**src/rtl/arm_instr_loader.sv**
```systemverilog
// Buffers decoded ARM instruction fields, encodes them to machine words and
// writes them sequentially into memory while holding the CPU in reset.
module arm_instr_loader #(
    parameter int unsigned DEPTH     = 4,
    parameter logic [31:0] BASE_ADDR = 32'h0,
    parameter int unsigned MAX_WORDS = 256
) (
    input  logic        clk,
    input  logic        reset,
    input  logic        in_valid,
    output logic        in_ready,
    input  logic [1:0]  in_class,
    input  logic [1:0]  in_mul,
    input  logic [3:0]  in_cond,
    input  logic [3:0]  in_cmd,
    input  logic        in_s,
    input  logic [3:0]  in_rn,
    input  logic [3:0]  in_rd,
    input  logic [3:0]  in_rm,
    input  logic [3:0]  in_rs,
    input  logic [23:0] in_imm,
    input  logic        in_last,
    input  logic        restart,
    input  logic        mem_busy,
    output logic        mem_we,
    output logic [31:0] mem_adr,
    output logic [31:0] mem_wd,
    output logic        cpu_hold,
    output logic        done,
    output logic        err
);

    localparam int unsigned PW = $clog2(DEPTH);

    typedef enum logic [1:0] {S_IDLE, S_LOAD, S_DONE} state_t;

    typedef struct packed {
        logic [1:0]  cls;
        logic [1:0]  mul;
        logic [3:0]  cond;
        logic [3:0]  cmd;
        logic        s;
        logic [3:0]  rn;
        logic [3:0]  rd;
        logic [3:0]  rm;
        logic [3:0]  rs;
        logic [23:0] imm;
        logic        last;
    } entry_t;

    // Inverse of the controller's decoder.
    function automatic logic [31:0] encode(input entry_t e);
        logic [31:0] w;
        w = '0;
        case (e.cls)
            2'b00: begin
                case (e.mul)
                    2'b00:   w = {e.cond, 3'b000, e.cmd, e.s, e.rn, e.rd, 8'h00, e.rm};
                    2'b01:   w = {e.cond, 6'b000000, 1'b0, e.s, e.rd, 4'b0000, e.rs, 4'b1001, e.rm};
                    default: w = {e.cond, 5'b00001, e.mul[0], 1'b0, e.s, e.rd, e.rn, e.rs, 4'b1001, e.rm};
                endcase
            end
            2'b01:   w = {e.cond, 3'b001, e.cmd, e.s, e.rn, e.rd, e.imm[11:0]};
            2'b10:   w = {e.cond, 2'b01, 1'b0, 1'b1, 1'b1, 1'b0, 1'b0, e.s, e.rn, e.rd, e.imm[11:0]};
            default: w = {e.cond, 4'b1010, e.imm};
        endcase
        return w;
    endfunction

    state_t          state_q, state_d;
    entry_t          fifo_q [DEPTH];
    entry_t          fifo_d [DEPTH];
    logic [PW:0]     wr_q, wr_d, rd_q, rd_d;
    logic [31:0]     count_q, count_d;
    logic            mem_we_q, mem_we_d;
    logic [31:0]     mem_adr_q, mem_adr_d;
    logic [31:0]     mem_wd_q, mem_wd_d;
    logic            wlast_q, wlast_d;
    logic            ovf_q, ovf_d;
    logic            cpu_hold_q, cpu_hold_d;
    logic            done_q, done_d;
    logic            err_q, err_d;
    logic            in_ready_q, in_ready_d;

    entry_t          in_entry, head;
    logic [PW:0]     occ, occ_next;
    logic            empty, accept, ovf_hit, store, wr_done, can_issue, issue;

    assign in_entry  = '{cls: in_class, mul: in_mul, cond: in_cond, cmd: in_cmd, s: in_s,
                         rn: in_rn, rd: in_rd, rm: in_rm, rs: in_rs, imm: in_imm, last: in_last};
    assign occ       = wr_q - rd_q;
    assign empty     = (wr_q == rd_q);
    // Empty FIFO bypass lets an accepted bundle be written on the very next cycle.
    assign head      = empty ? in_entry : fifo_q[rd_q[PW-1:0]];
    assign accept    = in_valid & in_ready_q;
    assign ovf_hit   = (count_q + 32'(occ)) == 32'(MAX_WORDS);
    assign store     = accept & ~ovf_hit;
    assign wr_done   = mem_we_q & ~mem_busy;
    assign can_issue = (state_q != S_DONE) & (~mem_we_q | ~mem_busy) & ~wlast_q;
    assign issue     = can_issue & (~empty | store);
    assign occ_next  = wr_d - rd_d;

    always_comb begin
        state_d    = state_q;
        fifo_d     = fifo_q;
        wr_d       = wr_q;
        rd_d       = rd_q;
        count_d    = count_q;
        mem_we_d   = mem_we_q;
        mem_adr_d  = mem_adr_q;
        mem_wd_d   = mem_wd_q;
        wlast_d    = wlast_q;
        ovf_d      = ovf_q;
        cpu_hold_d = cpu_hold_q;
        done_d     = done_q;
        err_d      = err_q;
        in_ready_d = in_ready_q;

        if (state_q == S_DONE) begin
            if (restart) begin
                state_d    = S_IDLE;
                count_d    = '0;
                wr_d       = '0;
                rd_d       = '0;
                cpu_hold_d = 1'b1;
                done_d     = 1'b0;
                err_d      = 1'b0;
                in_ready_d = 1'b1;
            end
        end else begin
            if (state_q == S_IDLE && accept) state_d = S_LOAD;
            if (accept && ovf_hit) ovf_d = 1'b1;

            if (issue) begin
                mem_we_d  = 1'b1;
                mem_wd_d  = encode(head);
                mem_adr_d = BASE_ADDR + (count_q << 2);
                count_d   = count_q + 32'd1;
                wlast_d   = head.last;
                if (!empty) rd_d = rd_q + (PW+1)'(1);
            end else if (wr_done) begin
                mem_we_d = 1'b0;
            end

            if (store && !(issue && empty)) begin
                fifo_d[wr_q[PW-1:0]] = in_entry;
                wr_d = wr_q + (PW+1)'(1);
            end

            // Finish on the last word's completion or once an overflow has drained.
            if ((wr_done && wlast_q) || (ovf_q && empty && (!mem_we_q || !mem_busy))) begin
                state_d    = S_DONE;
                mem_we_d   = 1'b0;
                wr_d       = '0;
                rd_d       = '0;
                wlast_d    = 1'b0;
                err_d      = ovf_d;
                ovf_d      = 1'b0;
                cpu_hold_d = 1'b0;
                done_d     = 1'b1;
                in_ready_d = 1'b0;
            end else begin
                in_ready_d = (occ_next != (PW+1)'(DEPTH));
            end
        end
    end

    always_ff @(posedge clk) begin
        if (!reset) begin
            state_q    <= S_IDLE;
            wr_q       <= '0;
            rd_q       <= '0;
            count_q    <= '0;
            mem_we_q   <= 1'b0;
            mem_adr_q  <= BASE_ADDR;
            mem_wd_q   <= '0;
            wlast_q    <= 1'b0;
            ovf_q      <= 1'b0;
            cpu_hold_q <= 1'b1;
            done_q     <= 1'b0;
            err_q      <= 1'b0;
            in_ready_q <= 1'b1;
        end else begin
            state_q    <= state_d;
            wr_q       <= wr_d;
            rd_q       <= rd_d;
            count_q    <= count_d;
            mem_we_q   <= mem_we_d;
            mem_adr_q  <= mem_adr_d;
            mem_wd_q   <= mem_wd_d;
            wlast_q    <= wlast_d;
            ovf_q      <= ovf_d;
            cpu_hold_q <= cpu_hold_d;
            done_q     <= done_d;
            err_q      <= err_d;
            in_ready_q <= in_ready_d;
        end
    end

    // FIFO storage needs no reset; pointers define validity.
    always_ff @(posedge clk) begin
        fifo_q <= fifo_d;
    end

    assign in_ready = in_ready_q;
    assign mem_we   = mem_we_q;
    assign mem_adr  = mem_adr_q;
    assign mem_wd   = mem_wd_q;
    assign cpu_hold = cpu_hold_q;
    assign done     = done_q;
    assign err      = err_q;

endmodule

```
**config.mk**
```make
export PLATFORM = sky130hd
export DESIGN_NAME = arm_instr_loader
export DESIGN_NICKNAME = d
export VERILOG_FILES = /design/src/rtl/arm_instr_loader.sv
export SDC_FILE = /design/constraint.sdc
export NUM_CORES = 1
export LEC_CHECK = 0
export BUFFER_PORTS_ARGS = -buffer_cell sky130_fd_sc_hd__clkbuf_2
export CORE_ASPECT_RATIO = 0.7
export CORE_MARGIN = 2
export CORE_UTILIZATION = 30
export CTS_CLUSTER_SIZE = 14
export DETAILED_ROUTE_END_ITERATION = 7
export PLACE_DENSITY_LB_ADDON = 0.08
export RECOVER_POWER = 25
export SYNTH_ARGS = -nofsm -noshare
export SYNTH_HDL_FRONTEND = slang
export SYNTH_SLANG_ARGS = --single-unit
export TNS_END_PERCENT = 1
```
**constraint.sdc**
```tcl
create_clock -name clk -period 14.3 [get_ports clk]
set_clock_uncertainty 0.15 [all_clocks]
set_input_delay 1.43 -clock clk [delete_from_list [all_inputs] [get_ports clk]]
set_output_delay 1.43 -clock clk [all_outputs]
set_load 0.02 [all_outputs]
```
Yosys cells after proc, flatten, opt, wreduce, memory -nomap -nowiden
Index checks and enable logic that the tools add are counted.
{"block": "word_totals", "regBits": 325, "in_bits": 59, "out_inout_bits": 69, "elab_cells": 161}
{"block": "classes", "n_addsub": 6, "magnitude_cmp": 3, "eq_ne": 9, "n_mux": 42, "bitwise": 16, "reduce_logical": 28}
{"operator": "bitwise mux 216 bit", "n": 1}
{"operator": "two-way mux 54 bit", "n": 4}
{"operator": "binary-select mux 54 bit (select 2 bit)", "n": 1}
{"operator": "demux 54 bit (select 2 bit)", "n": 1}
{"operator": "two-way mux 32 bit", "n": 3}
{"operator": "one-hot mux 28 bit (3 select lines)", "n": 1}
{"operator": "one-hot mux 25 bit (2 select lines)", "n": 1}
{"operator": "adder 32 x 1 -> 32 bit, second input constant", "n": 1}
{"operator": "adder 32 x 3 -> 32 bit", "n": 1}
{"operator": "== test 32 x 9 -> 1 bit, second input constant", "n": 1}
{"operator": "two-way mux 3 bit", "n": 9}
{"operator": "two-way mux 1 bit", "n": 17}
{"operator": "AND reduction 2 bit", "n": 7}
{"operator": "logical AND 1 bit", "n": 8}
{"operator": "two-way mux 2 bit", "n": 4}
{"operator": "adder 3 x 1 -> 3 bit, second input constant", "n": 2}
{"operator": "AND 1 bit", "n": 6}
{"operator": ">= comparator 3 bit, second input constant", "n": 2}
{"operator": "zero test 2 bit", "n": 3}
{"operator": "NOT 1 bit", "n": 6}
{"operator": "NOT 2 -> 3 bit", "n": 2}
{"operator": "nonzero test 2 bit", "n": 3}
{"operator": "nonzero test 3 bit", "n": 2}
{"operator": "subtractor 3 bit", "n": 2}
{"operator": "other kinds (9)", "n": 16}

Logic depth before layout (Yosys ltp)
{"block": "depth", "depth_word": 17, "mapped_depth": 23, "mapped_depth_nobuf": 21}

Worst setup path after synthesis
OpenSTA, ideal clock, no wires.
{"block": "synth_path", "kind": "register to register", "from": "register rd_q[1]", "to": "register fifo_q[100] (netlist bit), enable pin", "setup_time_ns": 0.417, "arrival_time_ns": 5.584, "t_required_ns": 13.733, "setup_slack_ns": 8.148, "stages_incl_launch_ff": 17, "n_path_buf": 4, "synth_period_minus_slack_ns": 6.152, "cell_sequence": "dfxtp_1 -> clkbuf_1 -> clkbuf_1 -> clkbuf_1 -> inv_1 -> fa_1 -> inv_1 -> fa_1 -> nand2b_1 -> a2111oi_4 -> a21oi_1 -> o211a_1 -> and3_1 -> and3_1 -> buf_2 -> nor4_1 -> and2_1"}
{"block": "synth_between", "elab_chain_cells": 11, "elab_cells_between_ends": 13, "cone_classes": "2 x add/sub; 2 x eq/ne; 5 x bitwise; 4 x reduce/logical"}
{"element": "start, declared", "line": "73", "text": "logic [PW:0] wr_q, wr_d, rd_q, rd_d;"}
{"element": "start signal, assigned", "line": "186", "text": "rd_q <= rd_d;"}
{"element": "subtractor 3 bit", "line": "91", "text": "assign occ = wr_q - rd_q;"}
{"element": "adder 32 x 3 -> 32 bit", "line": "96", "text": "assign ovf_hit = (count_q + 32'(occ)) == 32'(MAX_WORDS);"}
{"element": "== test 32 x 9 -> 1 bit", "line": "96"}
{"element": "NOT 1 bit", "line": "97", "text": "assign store = accept & ~ovf_hit;"}
{"element": "AND 1 bit", "line": "97"}
{"element": "bitwise OR 1 bit", "line": "100", "text": "assign issue = can_issue & (~empty | store);"}
{"element": "AND 1 bit", "line": "100"}
{"element": "logical AND 1 bit", "line": "145", "text": "if (store && !(issue && empty)) begin"}
{"element": "zero test 1 bit", "line": "145"}
{"element": "logical AND 1 bit (*)", "line": "145"}
{"element": "AND reduction 2 bit (no source line) (*)"}
{"element": "end signal, assigned", "line": "202", "text": "fifo_q <= fifo_d;"}
{"element": "end, declared", "line": "71", "text": "entry_t fifo_q [DEPTH];"}
Every way passes the cells marked *; elsewhere a longest branch is shown, timed or not.
A chain may end at the register's enable or synchronous reset.

Worst setup path in the final report
{"block": "layout_path", "from": "register rd_q[1]", "to": "register in_ready_q, in the netlist in_ready"}
{"block": "layout_between", "elab_chain_cells": 17, "elab_cells_between_ends": 28, "cone_classes": "4 x add/sub; 3 x eq/ne; 10 x mux; 5 x bitwise; 6 x reduce/logical"}
{"element": "subtractor 3 bit", "line": "91"}
{"element": "adder 32 x 3 -> 32 bit", "line": "96"}
{"element": "== test 32 x 9 -> 1 bit", "line": "96"}
{"element": "NOT 1 bit", "line": "97"}
{"element": "AND 1 bit", "line": "97"}
{"element": "bitwise OR 1 bit", "line": "100"}
{"element": "AND 1 bit", "line": "100"}
{"element": "logical AND 1 bit", "line": "145"}
{"element": "zero test 1 bit", "line": "145"}
{"element": "logical AND 1 bit", "line": "145"}
{"element": "two-way mux 3 bit", "line": "145"}
{"element": "two-way mux 3 bit", "line": "151", "text": "if ((wr_done && wlast_q) || (ovf_q && empty && (!mem_we_q || !mem_busy))) begin"}
{"element": "two-way mux 3 bit", "line": "119", "text": "if (state_q == S_DONE) begin"}
{"element": "subtractor 3 bit", "line": "101", "text": "assign occ_next = wr_d - rd_d;"}
{"element": "inequality test 3 bit", "line": "163", "text": "in_ready_d = (occ_next != (PW+1)'(DEPTH));"}
{"element": "two-way mux 1 bit (*)", "line": "151"}
{"element": "two-way mux 1 bit (*)", "line": "119"}
{"element": "end signal, assigned", "line": "196", "text": "in_ready_q <= in_ready_d;"}
{"element": "end, declared", "line": "83", "text": "logic in_ready_q, in_ready_d;"}
Marks and branches as above.

==> results.py <==
metrics = {
    "clocking": {
        "clk_latency_ns": 0.56,
        "cts_root_buffer": "clkbuf_16",
        "clkSinkCount": 325,
        "cts_buffers": 38,
        "cts_resized": 0,
        "cts_tree": "built",
        "cts-hold-fix-buffers": 0,
        "htree_levels": 2,
        "path_clk_slew_ns": 0.06,
        "cts_setup_buffers": 0,
        "cts_buffer_depth": 3,
    },
    "worst_setup_path": {
        "cp.arrival_ns": 6.27,
        "start_kind": "register",
        "rr_worst_depth": 19,
        "crit_type": "reg2reg",
        "r2r_end": "in_ready",
        "cp-end-kind": "register",
        "r2r_slack_ns": 8.30,
        "crit_path_max_fanout": 32,
        "required_ns": 14.58,
        "r2r-start": "rd_q[1]",
    },
    "power_and_ir_drop": {
        "p_switching_mw": 1.37,
        "switching_share": 0.386,
        "leakage_nw": 5.71,
        "sequentialPowerShare": 0.349,
        "irDropWorstVdd_mv": 0.122,
        "power.total_mw": 3.56,
        "pwr-share-comb": 0.377,
        "p_clk_frac": 0.274,
        "internal_power_mw": 2.19,
        "power_per_cell_area_mw_per_mm2": 207,
    },
    "placed_design": {
        "placed_cells": 1936,
        "dp_hpwl_um": 28800,
        "portBuffers": 125,
        "gp_congestion": 0.857,
        "pre_cts_ws_ns": 8.32,
        "placed_area_mm2": 0.0160,
    },
    "routing": {
        "drt-wirelength-per-cell_um": 22.7,
        "dr.pass1.iters": 5,
        "viasPerCell": 5.29,
        "drc": 0,
        "ant_nets": 0,
        "drt_wl_total_um": 45700,
        "num_vias": 10639,
        "drt-initial-drc-count": 894,
    },
    "final_layout": {
        "syn_to_final_growth_pct": 16.2,
        "nets": 1386,
        "stdcell_area_mm2": 0.0172,
        "multi_input_area_mm2": 0.00565,
        "final-seq-area_mm2": 0.00867,
        "instances_no_fill": 2010,
        "postLayoutCoreUtil": 0.351,
        "final.fill_count": 4906,
        "drive_gt1_frac": 0.187,
    },
    "sta": {
        "fin_ws_ns": 8.30,
        "rsz0062_at_grt": "no",
        "period_needed_ns": 6.00,
        "fin_crit_sh": 0.420,
        "setup_viol": 0,
        "drv_slew": 0,
        "fmax_mhz": 167,
        "fin_hold_ws_ns": 0.311,
        "hold_viol_final": 0,
        "relSlewSlack": 0.338,
        "tightest_slew_ns": 0.992,
        "finalSetupTns_ns": 0,
    },
    "min_path": {
        "min_to": "cpu_hold",
        "worstHoldStart": "cpu_hold",
        "hold_class": "reg2reg",
        "holdPathStages": 2,
    },
    "grt": {
        "grt_max_degree": 63,
        "grt_usage": 0.179,
        "antenna_found_initial": 4,
        "overflow": 0,
        "grt_pass1_vias": 10623,
        "grt_pass1_wl_um": 69500,
    },
    "run": {
        "drv_cap": 0,
    },
    "synthesis": {
        "syn_area_mm2": 0.0148,
        "synth-main-ff-cell": "edfxtp_1",
        "ys_seq_elements": 325,
        "synth-async-reset-ratio": 0,
        "syn_area_per_cell_um2": 12.1,
        "yosysWarnings": 0,
        "syn_inst": 1224,
        "synthDistinctLibCells": 76,
        "yosysSeqAreaShare": 0.586,
        "synth_enable_flop_cells": 216,
    },
    "floorplanning": {
        "core_mm2": 0.0490,
        "num_rows": 68,
        "chipHeight_um": 190,
        "ioPinCount": 128,
        "start_util": 0.302,
        "die_area_mm2": 0.0511,
        "die_w_um": 269,
    },
    "status": {
        "status": "completed",
    },
}
==> how the worst max path moves through the flow <==
stage,startpoint,end
6_report,rd_q[1],in_ready
5_1_grt,rd_q[1],in_ready
4_1_cts,rd_q[1],in_ready
3_5_place_dp,rd_q[1],in_ready
3_3_place_gp,rd_q[1],mem_wd[28]
2_1_floorplan,rd_q[1],fifo_q[100]
==> sequential cells by signal, summed over array words and instances, names as in the netlist <==
register,cells
mem_we,1
err,1
mem_adr,30
wr_q,3
ovf_q,1
done,1
rd_q,3
wlast_q,1
fifo_q,216
count_q,32
mem_wd,32
cpu_hold,1
in_ready,1
state_q,2
==> area by class of cell <==
type                            instances  share of cell area
Clock inverter                         21              0.0129
Sequential cell                       325               0.505
Antenna cell                            4            0.000582
Clock buffer                           49              0.0590
Timing Repair Buffer                  145              0.0422
Tap cell                              665              0.0484
Multi-Input combinational cell        784               0.329
Inverter                               17             0.00371
==> worst max-delay path, stage by stage (launching register included) <==
cell	delay (ns)
dfxtp_2	0.98
inv_1	0.23
fa_1	0.46
xnor2_1	0.23
ha_1	0.31
a21oi_1	0.50
a211oi_2	0.24
a211o_1	0.30
a22oi_1	0.26
nor4bb_2	0.41
and3_1	0.49
mux2i_1	0.27
nor2_1	0.07
ha_1	0.18
nor2b_1	0.13
xnor2_1	0.16
xnor2_1	0.16
nor2b_1	0.16
o21a_1	0.12
nor3_1	0.05
==> metal layers <==
metal	vias up	wire length, um	track usage	share of wire
met5	-	0	0	0
met4	0	766	0.0442	0.017
met3	59	2400	0.0377	0.053
met2	243	19300	0.259	0.42
met1	5397	23200	0.272	0.51
li1	4940	-	-	-
==> cell families after synthesis <==
logic type | after synthesis | share of synthesized area
simple gates | 398 | 0.141
other cells | 1 | 0.000254
fa+ha+maj | 16 | 0.0146
mux | 69 | 0.0924
xor+xnor | 12 | 0.00711
flops | 325 | 0.586
compound gates | 287 | 0.124
buf+inv | 116 | 0.0344
==> cells in the mapped netlist, types with 14 or more instances <==
| cell | instances | share of area |
|---|---|---|
| clkbuf_1 | 63 | 0.016 |
| dfxtp_1 | 109 | 0.15 |
| or4_1 | 16 | 0.0081 |
| buf_2 | 15 | 0.0051 |
| o21ai_0 | 63 | 0.021 |
| nand3_1 | 70 | 0.024 |
| a31oi_1 | 18 | 0.0076 |
| nor3_1 | 24 | 0.0081 |
| and2_1 | 20 | 0.0085 |
| inv_1 | 16 | 0.0041 |
| nand4_1 | 24 | 0.010 |
| nand2_1 | 122 | 0.031 |
| mux4_2 | 54 | 0.082 |
| o31ai_1 | 14 | 0.0071 |
| a21oi_1 | 103 | 0.035 |
| a211oi_1 | 15 | 0.0076 |
| mux2i_1 | 15 | 0.010 |
| nor2_1 | 48 | 0.012 |
| ha_1 | 14 | 0.012 |
| edfxtp_1 | 216 | 0.44 |
==> cells in the final DEF, fill, tap and decap left out, drive strengths merged, types with 15 or more instances in the layout <==
master    n
and2     20
a31oi    18
dfxtp   109
nand3    70
buf      20
mux2i    15
inv      17
mux4     54
nand2   122
a211oi   16
clkinv   17
nor2     49
a21oi   103
o21ai    63
edfxtp  216
and4     15
or4      17
clkbuf  174
nor3     24
nand4    27
==> power groups by stage <==
stage,Clock [mW],Sequential (mW),Combinational (mW)
after floorplan,0,1.26,0.872
after global placement,0,1.26,1.35
after detailed placement,0,1.26,1.35
after CTS,1.01,1.24,1.35
after global routing,1.04,1.26,1.47
final,0.976,1.24,1.34
Power figures use the tool's default switching activity.
